===== src/rtl/mips_multicycle_cpu_pkg.sv =====
// Shared definitions for the multicycle MIPS core: opcodes, functs, FSM states,
// fault codes and ALU operation encoding.
package mips_multicycle_cpu_pkg;

  localparam logic [5:0] OpRtype = 6'h00;
  localparam logic [5:0] OpJ     = 6'h02;
  localparam logic [5:0] OpBeq   = 6'h04;
  localparam logic [5:0] OpAddi  = 6'h08;
  localparam logic [5:0] OpLw    = 6'h23;
  localparam logic [5:0] OpSw    = 6'h2B;

  localparam logic [5:0] FnAdd = 6'h20;
  localparam logic [5:0] FnSub = 6'h22;
  localparam logic [5:0] FnAnd = 6'h24;
  localparam logic [5:0] FnOr  = 6'h25;
  localparam logic [5:0] FnSlt = 6'h2A;

  typedef enum logic [2:0] {
    StFetch,
    StDecode,
    StExec,
    StMem,
    StWb,
    StHalt
  } state_t;

  typedef enum logic [1:0] {
    FaultNone    = 2'd0,
    FaultIllegal = 2'd1,
    FaultAlign   = 2'd2,
    FaultBus     = 2'd3
  } fault_t;

  typedef enum logic [2:0] {
    AluAdd,
    AluSub,
    AluAnd,
    AluOr,
    AluSlt
  } alu_op_t;

  // R-type funct to ALU operation; unsupported functs are trapped in decode.
  function automatic alu_op_t funct_to_alu(input logic [5:0] funct);
    case (funct)
      FnSub:   return AluSub;
      FnAnd:   return AluAnd;
      FnOr:    return AluOr;
      FnSlt:   return AluSlt;
      default: return AluAdd;
    endcase
  endfunction

  function automatic logic is_legal(input logic [5:0] op, input logic [5:0] funct);
    case (op)
      OpRtype:                       return funct inside {FnAdd, FnSub, FnAnd, FnOr, FnSlt};
      OpJ, OpBeq, OpAddi, OpLw, OpSw: return 1'b1;
      default:                       return 1'b0;
    endcase
  endfunction

endpackage


===== src/rtl/mips_mc_alu.sv =====
// 32-bit ALU: wrapping add/sub, bitwise and/or, signed set-less-than.
module mips_mc_alu
  import mips_multicycle_cpu_pkg::*;
(
  input  logic [31:0] a,
  input  logic [31:0] b,
  input  alu_op_t     op,
  output logic [31:0] y
);

  // Pure combinational result select
  always_comb begin
    y = '0;
    unique case (op)
      AluAdd:  y = a + b;
      AluSub:  y = a - b;
      AluAnd:  y = a & b;
      AluOr:   y = a | b;
      AluSlt:  y = {31'b0, $signed(a) < $signed(b)};
      default: y = '0;
    endcase
  end

endmodule


===== src/rtl/mips_mc_control.sv =====
// FSM, instruction decode and architectural state (PC, IR, operand latches,
// retired counter, bus wait counter). Memory-side outputs are registered.
module mips_mc_control
  import mips_multicycle_cpu_pkg::*;
#(
  parameter logic [31:0] RESET_PC = 32'h0000_0000,
  parameter int unsigned CNT_W    = 32,
  parameter int unsigned MAX_WAIT = 16
) (
  input  logic             clk,
  input  logic             rst,
  output logic             mem_req,
  output logic             mem_we,
  output logic [31:0]      mem_addr,
  output logic [31:0]      mem_wdata,
  output logic [3:0]       mem_be,
  input  logic [31:0]      mem_rdata,
  input  logic             mem_ready,
  output logic             halted,
  output logic [1:0]       fault,
  output logic [CNT_W-1:0] retired,
  output logic [4:0]       rs_addr,
  output logic [4:0]       rt_addr,
  input  logic [31:0]      rs_data,
  input  logic [31:0]      rt_data,
  output logic             rf_we,
  output logic [4:0]       rf_waddr,
  output logic [31:0]      rf_wdata,
  output logic [31:0]      alu_a,
  output logic [31:0]      alu_b,
  output alu_op_t          alu_op,
  input  logic [31:0]      alu_y
);

  localparam int unsigned WaitW = $clog2(MAX_WAIT + 1);

  state_t            state;
  fault_t            fault_code;
  logic [31:0]       pc, ir, a, b, imm, alu_out, mdr, next_pc;
  logic [WaitW-1:0]  wait_cnt;
  logic [5:0]        opcode, funct;
  logic              legal, wait_last;

  assign opcode    = ir[31:26];
  assign funct     = ir[5:0];
  assign legal     = is_legal(opcode, funct);
  assign wait_last = (wait_cnt == WaitW'(MAX_WAIT - 1));

  assign rs_addr  = ir[25:21];
  assign rt_addr  = ir[20:16];
  assign rf_we    = (state == StWb);
  assign rf_waddr = (opcode == OpRtype) ? ir[15:11] : ir[20:16];
  assign rf_wdata = (opcode == OpLw) ? mdr : alu_out;
  assign alu_a    = a;
  assign alu_b    = (opcode == OpRtype) ? b : imm;
  assign alu_op   = (opcode == OpRtype) ? funct_to_alu(funct) : AluAdd;
  assign fault    = fault_code;

  // Address of the next fetch; pc already holds PC+4 once the fetch completes
  always_comb begin
    next_pc = pc;
    if (state == StDecode && opcode == OpJ) begin
      next_pc = {pc[31:28], ir[25:0], 2'b00};
    end else if (state == StExec && opcode == OpBeq && a == b) begin
      next_pc = pc + {imm[29:0], 2'b00};
    end
  end

  // Main FSM; every retire re-arms the fetch request so FETCH costs one cycle
  always_ff @(posedge clk or negedge rst) begin
    if (!rst) begin
      state      <= StFetch;
      pc         <= RESET_PC;
      ir         <= '0;
      a          <= '0;
      b          <= '0;
      imm        <= '0;
      alu_out    <= '0;
      mdr        <= '0;
      wait_cnt   <= '0;
      retired    <= '0;
      fault_code <= FaultNone;
      halted     <= 1'b0;
      mem_req    <= 1'b0;
      mem_we     <= 1'b0;
      mem_addr   <= '0;
      mem_wdata  <= '0;
      mem_be     <= '0;
    end else begin
      unique case (state)
        StFetch: begin
          if (!mem_req) begin
            // First cycle out of reset: raise the request one edge after release
            mem_req  <= 1'b1;
            mem_addr <= pc;
          end else if (mem_ready) begin
            ir       <= mem_rdata;
            pc       <= pc + 32'd4;
            mem_req  <= 1'b0;
            wait_cnt <= '0;
            state    <= StDecode;
          end else if (wait_last) begin
            mem_req    <= 1'b0;
            wait_cnt   <= '0;
            halted     <= 1'b1;
            fault_code <= FaultBus;
            state      <= StHalt;
          end else begin
            wait_cnt <= wait_cnt + WaitW'(1);
          end
        end
        StDecode: begin
          a   <= rs_data;
          b   <= rt_data;
          imm <= {{16{ir[15]}}, ir[15:0]};
          if (!legal) begin
            halted     <= 1'b1;
            fault_code <= FaultIllegal;
            state      <= StHalt;
          end else if (opcode == OpJ) begin
            pc       <= next_pc;
            mem_req  <= 1'b1;
            mem_addr <= next_pc;
            retired  <= retired + CNT_W'(1);
            state    <= StFetch;
          end else begin
            state <= StExec;
          end
        end
        StExec: begin
          alu_out <= alu_y;
          if (opcode == OpBeq) begin
            pc       <= next_pc;
            mem_req  <= 1'b1;
            mem_addr <= next_pc;
            retired  <= retired + CNT_W'(1);
            state    <= StFetch;
          end else if (opcode == OpLw || opcode == OpSw) begin
            if (alu_y[1:0] != 2'b00) begin
              halted     <= 1'b1;
              fault_code <= FaultAlign;
              state      <= StHalt;
            end else begin
              mem_req   <= 1'b1;
              mem_addr  <= alu_y;
              mem_we    <= (opcode == OpSw);
              mem_wdata <= b;
              mem_be    <= (opcode == OpSw) ? 4'hF : 4'h0;
              state     <= StMem;
            end
          end else begin
            state <= StWb;
          end
        end
        StMem: begin
          if (mem_ready) begin
            wait_cnt <= '0;
            mem_req  <= 1'b0;
            mem_we   <= 1'b0;
            mem_be   <= 4'h0;
            if (mem_we) begin
              mem_req  <= 1'b1;
              mem_addr <= next_pc;
              retired  <= retired + CNT_W'(1);
              state    <= StFetch;
            end else begin
              mdr   <= mem_rdata;
              state <= StWb;
            end
          end else if (wait_last) begin
            wait_cnt   <= '0;
            mem_req    <= 1'b0;
            mem_we     <= 1'b0;
            mem_be     <= 4'h0;
            halted     <= 1'b1;
            fault_code <= FaultBus;
            state      <= StHalt;
          end else begin
            wait_cnt <= wait_cnt + WaitW'(1);
          end
        end
        StWb: begin
          mem_req  <= 1'b1;
          mem_addr <= next_pc;
          retired  <= retired + CNT_W'(1);
          state    <= StFetch;
        end
        StHalt: begin
          state <= StHalt;
        end
        default: begin
          state <= StHalt;
        end
      endcase
    end
  end

endmodule


===== src/rtl/mips_mc_regfile.sv =====
// 32x32 register file, two async read ports, one sync write port; $0 is never written.
module mips_mc_regfile (
  input  logic        clk,
  input  logic        rst,
  input  logic [4:0]  raddr_a,
  input  logic [4:0]  raddr_b,
  output logic [31:0] rdata_a,
  output logic [31:0] rdata_b,
  input  logic        we,
  input  logic [4:0]  waddr,
  input  logic [31:0] wdata
);

  logic [31:0] regs [32];

  // Clear everything on reset; drop writes aimed at $0 so it always reads zero
  always_ff @(posedge clk or negedge rst) begin
    if (!rst) begin
      for (int i = 0; i < 32; i++) regs[i] <= '0;
    end else if (we && (waddr != 5'd0)) begin
      regs[waddr] <= wdata;
    end
  end

  assign rdata_a = regs[raddr_a];
  assign rdata_b = regs[raddr_b];

endmodule


===== src/rtl/mips_multicycle_cpu.sv =====
// Multicycle MIPS subset core: control FSM plus shared ALU and register file.
module mips_multicycle_cpu
  import mips_multicycle_cpu_pkg::*;
#(
  parameter logic [31:0] RESET_PC = 32'h0000_0000,
  parameter int unsigned CNT_W    = 32,
  parameter int unsigned MAX_WAIT = 16
) (
  input  logic             clk,
  input  logic             rst,
  output logic             mem_req,
  output logic             mem_we,
  output logic [31:0]      mem_addr,
  output logic [31:0]      mem_wdata,
  output logic [3:0]       mem_be,
  input  logic [31:0]      mem_rdata,
  input  logic             mem_ready,
  output logic             halted,
  output logic [1:0]       fault,
  output logic [CNT_W-1:0] retired
);

  logic [4:0]  rs_addr, rt_addr, rf_waddr;
  logic [31:0] rs_data, rt_data, rf_wdata;
  logic        rf_we;
  logic [31:0] alu_a, alu_b, alu_y;
  alu_op_t     alu_op;

  mips_mc_control #(
    .RESET_PC (RESET_PC),
    .CNT_W    (CNT_W),
    .MAX_WAIT (MAX_WAIT)
  ) u_control (
    .clk       (clk),
    .rst       (rst),
    .mem_req   (mem_req),
    .mem_we    (mem_we),
    .mem_addr  (mem_addr),
    .mem_wdata (mem_wdata),
    .mem_be    (mem_be),
    .mem_rdata (mem_rdata),
    .mem_ready (mem_ready),
    .halted    (halted),
    .fault     (fault),
    .retired   (retired),
    .rs_addr   (rs_addr),
    .rt_addr   (rt_addr),
    .rs_data   (rs_data),
    .rt_data   (rt_data),
    .rf_we     (rf_we),
    .rf_waddr  (rf_waddr),
    .rf_wdata  (rf_wdata),
    .alu_a     (alu_a),
    .alu_b     (alu_b),
    .alu_op    (alu_op),
    .alu_y     (alu_y)
  );

  mips_mc_alu u_alu (
    .a  (alu_a),
    .b  (alu_b),
    .op (alu_op),
    .y  (alu_y)
  );

  mips_mc_regfile u_regfile (
    .clk     (clk),
    .rst     (rst),
    .raddr_a (rs_addr),
    .raddr_b (rt_addr),
    .rdata_a (rs_data),
    .rdata_b (rt_data),
    .we      (rf_we),
    .waddr   (rf_waddr),
    .wdata   (rf_wdata)
  );

endmodule


===== config.mk =====
export PLATFORM = sky130hd
export DESIGN_NAME = mips_multicycle_cpu
export DESIGN_NICKNAME = d
export VERILOG_FILES = /design/src/rtl/mips_multicycle_cpu_pkg.sv /design/src/rtl/mips_mc_alu.sv /design/src/rtl/mips_mc_control.sv /design/src/rtl/mips_mc_regfile.sv /design/src/rtl/mips_multicycle_cpu.sv
export SDC_FILE = /design/constraint.sdc
export NUM_CORES = 2
export LEC_CHECK = 0
export CAP_MARGIN = 20
export CORE_MARGIN = 2
export CORE_UTILIZATION = 68
export DETAILED_ROUTE_END_ITERATION = 8
export GPL_TIMING_DRIVEN = 0
export PLACE_DENSITY_LB_ADDON = 0.12
export SLEW_MARGIN = 20
export SYNTH_ARGS = -nofsm -noshare
export SYNTH_HDL_FRONTEND = slang
export SYNTH_SLANG_ARGS = --single-unit

===== constraint.sdc =====
create_clock -name clk -period 9.8 [get_ports clk]
set_input_delay 0.98 -clock clk [delete_from_list [all_inputs] [get_ports clk]]
set_output_delay 0.98 -clock clk [all_outputs]
set_load 0.02 [all_outputs]

==> flow_summary.json <==
{
  "clkTransAtPathRegs_ns": 0.06,
  "syn_area_per_cell_um2": 10.73,
  "synth_largest_area_cell": "dfrtp_1",
  "yosys-top-cells-count": "1341 x dfrtp_1, 901 x nand2_1, 747 x nor2_1",
  "num-nets-final": 7282,
  "r2r.worst_path.cells": 17,
  "timing.setup.tns_ns": 0,
  "report.final.hold_viol_count": 0,
  "timing_worst_slew_pin_value_ns": 1.371,
  "vias_per_cell": 7.403,
  "final_area_um2": 81420,
  "grt_setup_unrepaired": "false",
  "grt_remaining_overflow": 0,
  "drt_pass1_iterations": 9,
  "first_iteration_detailed_routing_drc_count": 10570,
  "die_height_um": 331.9,
  "pwr_density_cell_nw_per_um2": 138.2,
  "timing.critical_path.cells": "nor4_4 -> and2_1 -> clkbuf_1 -> clkbuf_1 -> nand2_1 -> nand2_1 -> inv_1 -> ha_1 -> o21bai_1 -> a21oi_1 -> nor4b_1 -> o21ai_0 -> a21o_1 -> o21ai_2 -> nand4_1 -> buf_2 -> mux2_2",
  "drc": 12,
  "timing.clock.skew_ns": 0.03647,
  "ant_nets": 0,
  "ys_top_cells_by_area": "dfrtp_1 46%, mux4_2 20%, a21oi_1 4.9%, nand2_1 4.6%, o21ai_0 4.5%",
  "worst-endpoint-required_ns": 10.46,
  "fin_crit_sh_pct": 76.77,
  "clock_path_buffers": 3,
  "maximum_fanout_along_the_worst_path": 10,
  "relSlewSlack_pct": 8.600,
  "area_delta_synth_final_pct": 11.34,
  "timing.reg2reg.setup_slack_ns": 2.28,
  "setup_violations": 0,
  "max_stage_delay_ns": 0.83,
  "cts-buffers-inserted": 139,
  "syn_inst": 6818,
  "antenna_found_initial": 18,
  "grt_first_pass_wirelength_mm": 409.9,
  "share_seq_of_total_power_pct": 49.3,
  "detailedPlacementHpwl_mm": 211.0,
  "pin_count_of_the_biggest_net_entering_global_routing": 157,
  "regToRegEndpoint": "u_control.mem_wdata[18]",
  "final_max_slew_viol_count": 0,
  "timing_worst_setup_path_type": "reg2reg",
  "place.gp.congestion": 1.046,
  "share_clk_of_total_power_pct": 49.4,
  "comb_power_share_pct": 1.3,
  "synth_sequential_area_ratio_pct": 45.89,
  "hold_path.class": "in2async",
  "dieArea_um2": 110200,
  "initial_utilization_pct": 68.41,
  "number_of_cells_in_the_design_after_placement": 8376,
  "timing.critical_path.arrival_ns": 8.19,
  "ys_types": 88,
  "postSynthNetCount": 6984,
  "root_driver": "clkbuf_16",
  "sw_frac_of_total_pct": 21.81,
  "asyncSetResetFlopFracSynth_pct": 100.0,
  "finalWorstPathRequiredPeriod_ns": 7.524,
  "wire_per_inst_um": 32.52,
  "synth_flop_cell": "dfrtp_1",
  "cell_area_after_technology_mapping_um2": 73130,
  "clock-sinks": 1341,
  "synth_edf_count": 0,
  "status": "finished, violations left",
  "cell_with_the_biggest_individual_delay_on_the_critical_path": "nor4b_1",
  "timing.critical_path.buf_inv": 4,
  "fmaxAchievable_ghz": 0.1329,
  "grt_pass1_vias": 64460,
  "power_report.internal_total_uw": 8797,
  "insertion_delay_ns": 0.81,
  "vdd_drop_max_mv": 0.1990,
  "synthDominantCellAreaShare_pct": 45.89,
  "detailed_place.area_um2": 76660,
  "cellLeakagePower_uw": 0.03440,
  "cts_hold_buf": 0,
  "timing.critical_path.to_type": "flip-flop",
  "die-width_um": 331.9,
  "critical_path.startpoint_type": "flip-flop",
  "core_area_um2": 106900,
  "cpLargestDelayFamily": "simple AND/OR/NAND/NOR gates",
  "grt.total_usage_pct": 51.23,
  "wl_mm": 280.6,
  "post-cts-setup-buffer-count": 0,
  "postSynthRegisterBits": 1341,
  "failed_checks": "design-rule violations",
  "dr_total_vias": 63880,
  "yosys.cell_count.top_type": "dfrtp_1",
  "synthesis.yosys.warnings": 0,
  "post_layout_nonfiller_instances": 8628,
  "cts_htree_levels": 4,
  "rr_startpoint": "u_control.ir[29]",
  "cts_repair_resize_count": 0,
  "io-pin-count": 140,
  "core.rowCount": 120,
  "buffer_ports.inserted": 139,
  "maxCapViolations": 0,
  "cts_tree": "built",
  "netSwitchingPower_uw": 2454,
  "drive_above_1_share_pct": 14.95
}
[stage by stage]
| stage | hold WS (ns) | util, % | power [uW] | worst slack [ns] |
|---|---|---|---|---|
| finish | 0.04896 | 76.16 | 11250 | 2.276 |
| detailed placement | 0.4626 | 71.71 | 5803 | 2.501 |
| global route | 0.08577 | 76.14 | 11430 | 2.324 |
| floorplan | 0.4413 | - | 5656 | 5.366 |
| CTS | 0.1040 | 76.10 | 11190 | 2.470 |
| global placement | 0.4498 | 71.35 | 5819 | -51.15 |
[final cells by class]
class                           count  area (um2)
Antenna cell                        7       17.52
Multi-Input combinational cell   4731       36750
Buffer                            625        2436
Inverter                          121       454.2
Sequential cell                  1341       33560
Clock buffer                      202        4141
Tap cell                         1403        1755
Timing Repair Buffer              157        1760
Fill cell                        6627       25490
Clock inverter                     41       549.3
[state kept, by name (all words and copies together) (netlist names), 32 cells and up]
| register | cells |
|---|---|
| u_regfile.regs | 1024 |
| u_control.alu_a | 32 |
| u_control.alu_out | 32 |
| u_control.b | 32 |
| u_control.ir | 32 |
| u_control.mdr | 32 |
| u_control.mem_addr | 32 |
| u_control.mem_wdata | 32 |
| u_control.pc | 32 |
| u_control.retired | 32 |
[per-layer routing]
metal  global-route usage, %  up-vias  share of wire [%]
li1                        -    25300                  -
met1                   58.29    31090                 31
met2                   78.37     5735                 45
met3                   18.52     1713                 14
met4                   41.48       34                 10
met5                   1.563        -               0.19
[worst max-delay path by stage]
stage / startpoint / to / depth (start not counted)
after floorplan: u_control.ir[29] / u_control.mem_addr[19] / 18
after detailed placement: u_control.ir[27] / u_control.mem_wdata[17] / 17
after global placement: rst / u_regfile.regs[295] / 1
final: u_control.ir[29] / u_control.mem_wdata[18] / 17
after CTS: u_control.ir[27] / u_control.mem_wdata[18] / 17
after global routing: u_control.ir[29] / u_control.mem_addr[12] / 20
[cells in the final DEF, fill, tap and decap left out, drive strengths merged, types with 105 or more instances in the layout]
cell type / synthesis / layout
mux4: 640 / 640
o21ai: 658 / 658
ha: 128 / 128
a21oi: 709 / 709
clkdlybuf4s50: 0 / 138
mux2: 105 / 105
inv: 120 / 127
dfrtp: 1341 / 1341
buf: 95 / 106
clkbuf: 530 / 740
nand2: 902 / 902
nor2: 748 / 748
[power groups by stage]
stage	registers, uW	clock network (uW)	logic [uW]
5_1_grt	5540	5710	172
3_3_place_gp	5680	0	136
2_1_floorplan	5650	0	7.84
6_report	5550	5550	150
3_5_place_dp	5650	0	154
4_1_cts	5550	5490	154
[worst reg2reg max path, cell delays in order (launching register included)]
cell and delay, ns:
dfrtp_1 0.47, nor4_4 0.61, and2_1 0.36, clkbuf_1 0.52
clkbuf_1 0.75, nand2_1 0.18, nand2_1 0.13, inv_1 0.07
ha_1 0.35, o21bai_1 0.21, a21oi_1 0.15, nor4b_1 0.83
o21ai_0 0.53, a21o_1 0.36, o21ai_2 0.31, nand4_1 0.67
buf_2 0.55, mux2_2 0.35
[kinds of logic (layout without fill, tap and decap cells)]
family / after synthesis / in the layout / share of synthesized area (%)
AND/OR/NAND/NOR: 1916 / 1916 / 10.73
AO/OA/AOI/OAI: 1766 / 1766 / 13.67
adder cells (fa/ha/maj): 131 / 131 / 2.272
other: 0 / 7 / 0
XOR/XNOR: 91 / 91 / 1.090
flip-flops: 1341 / 1341 / 45.89
buffers and inverters: 746 / 1146 / 3.894
multiplexers: 827 / 827 / 22.45
Power figures use the tool's default switching activity.
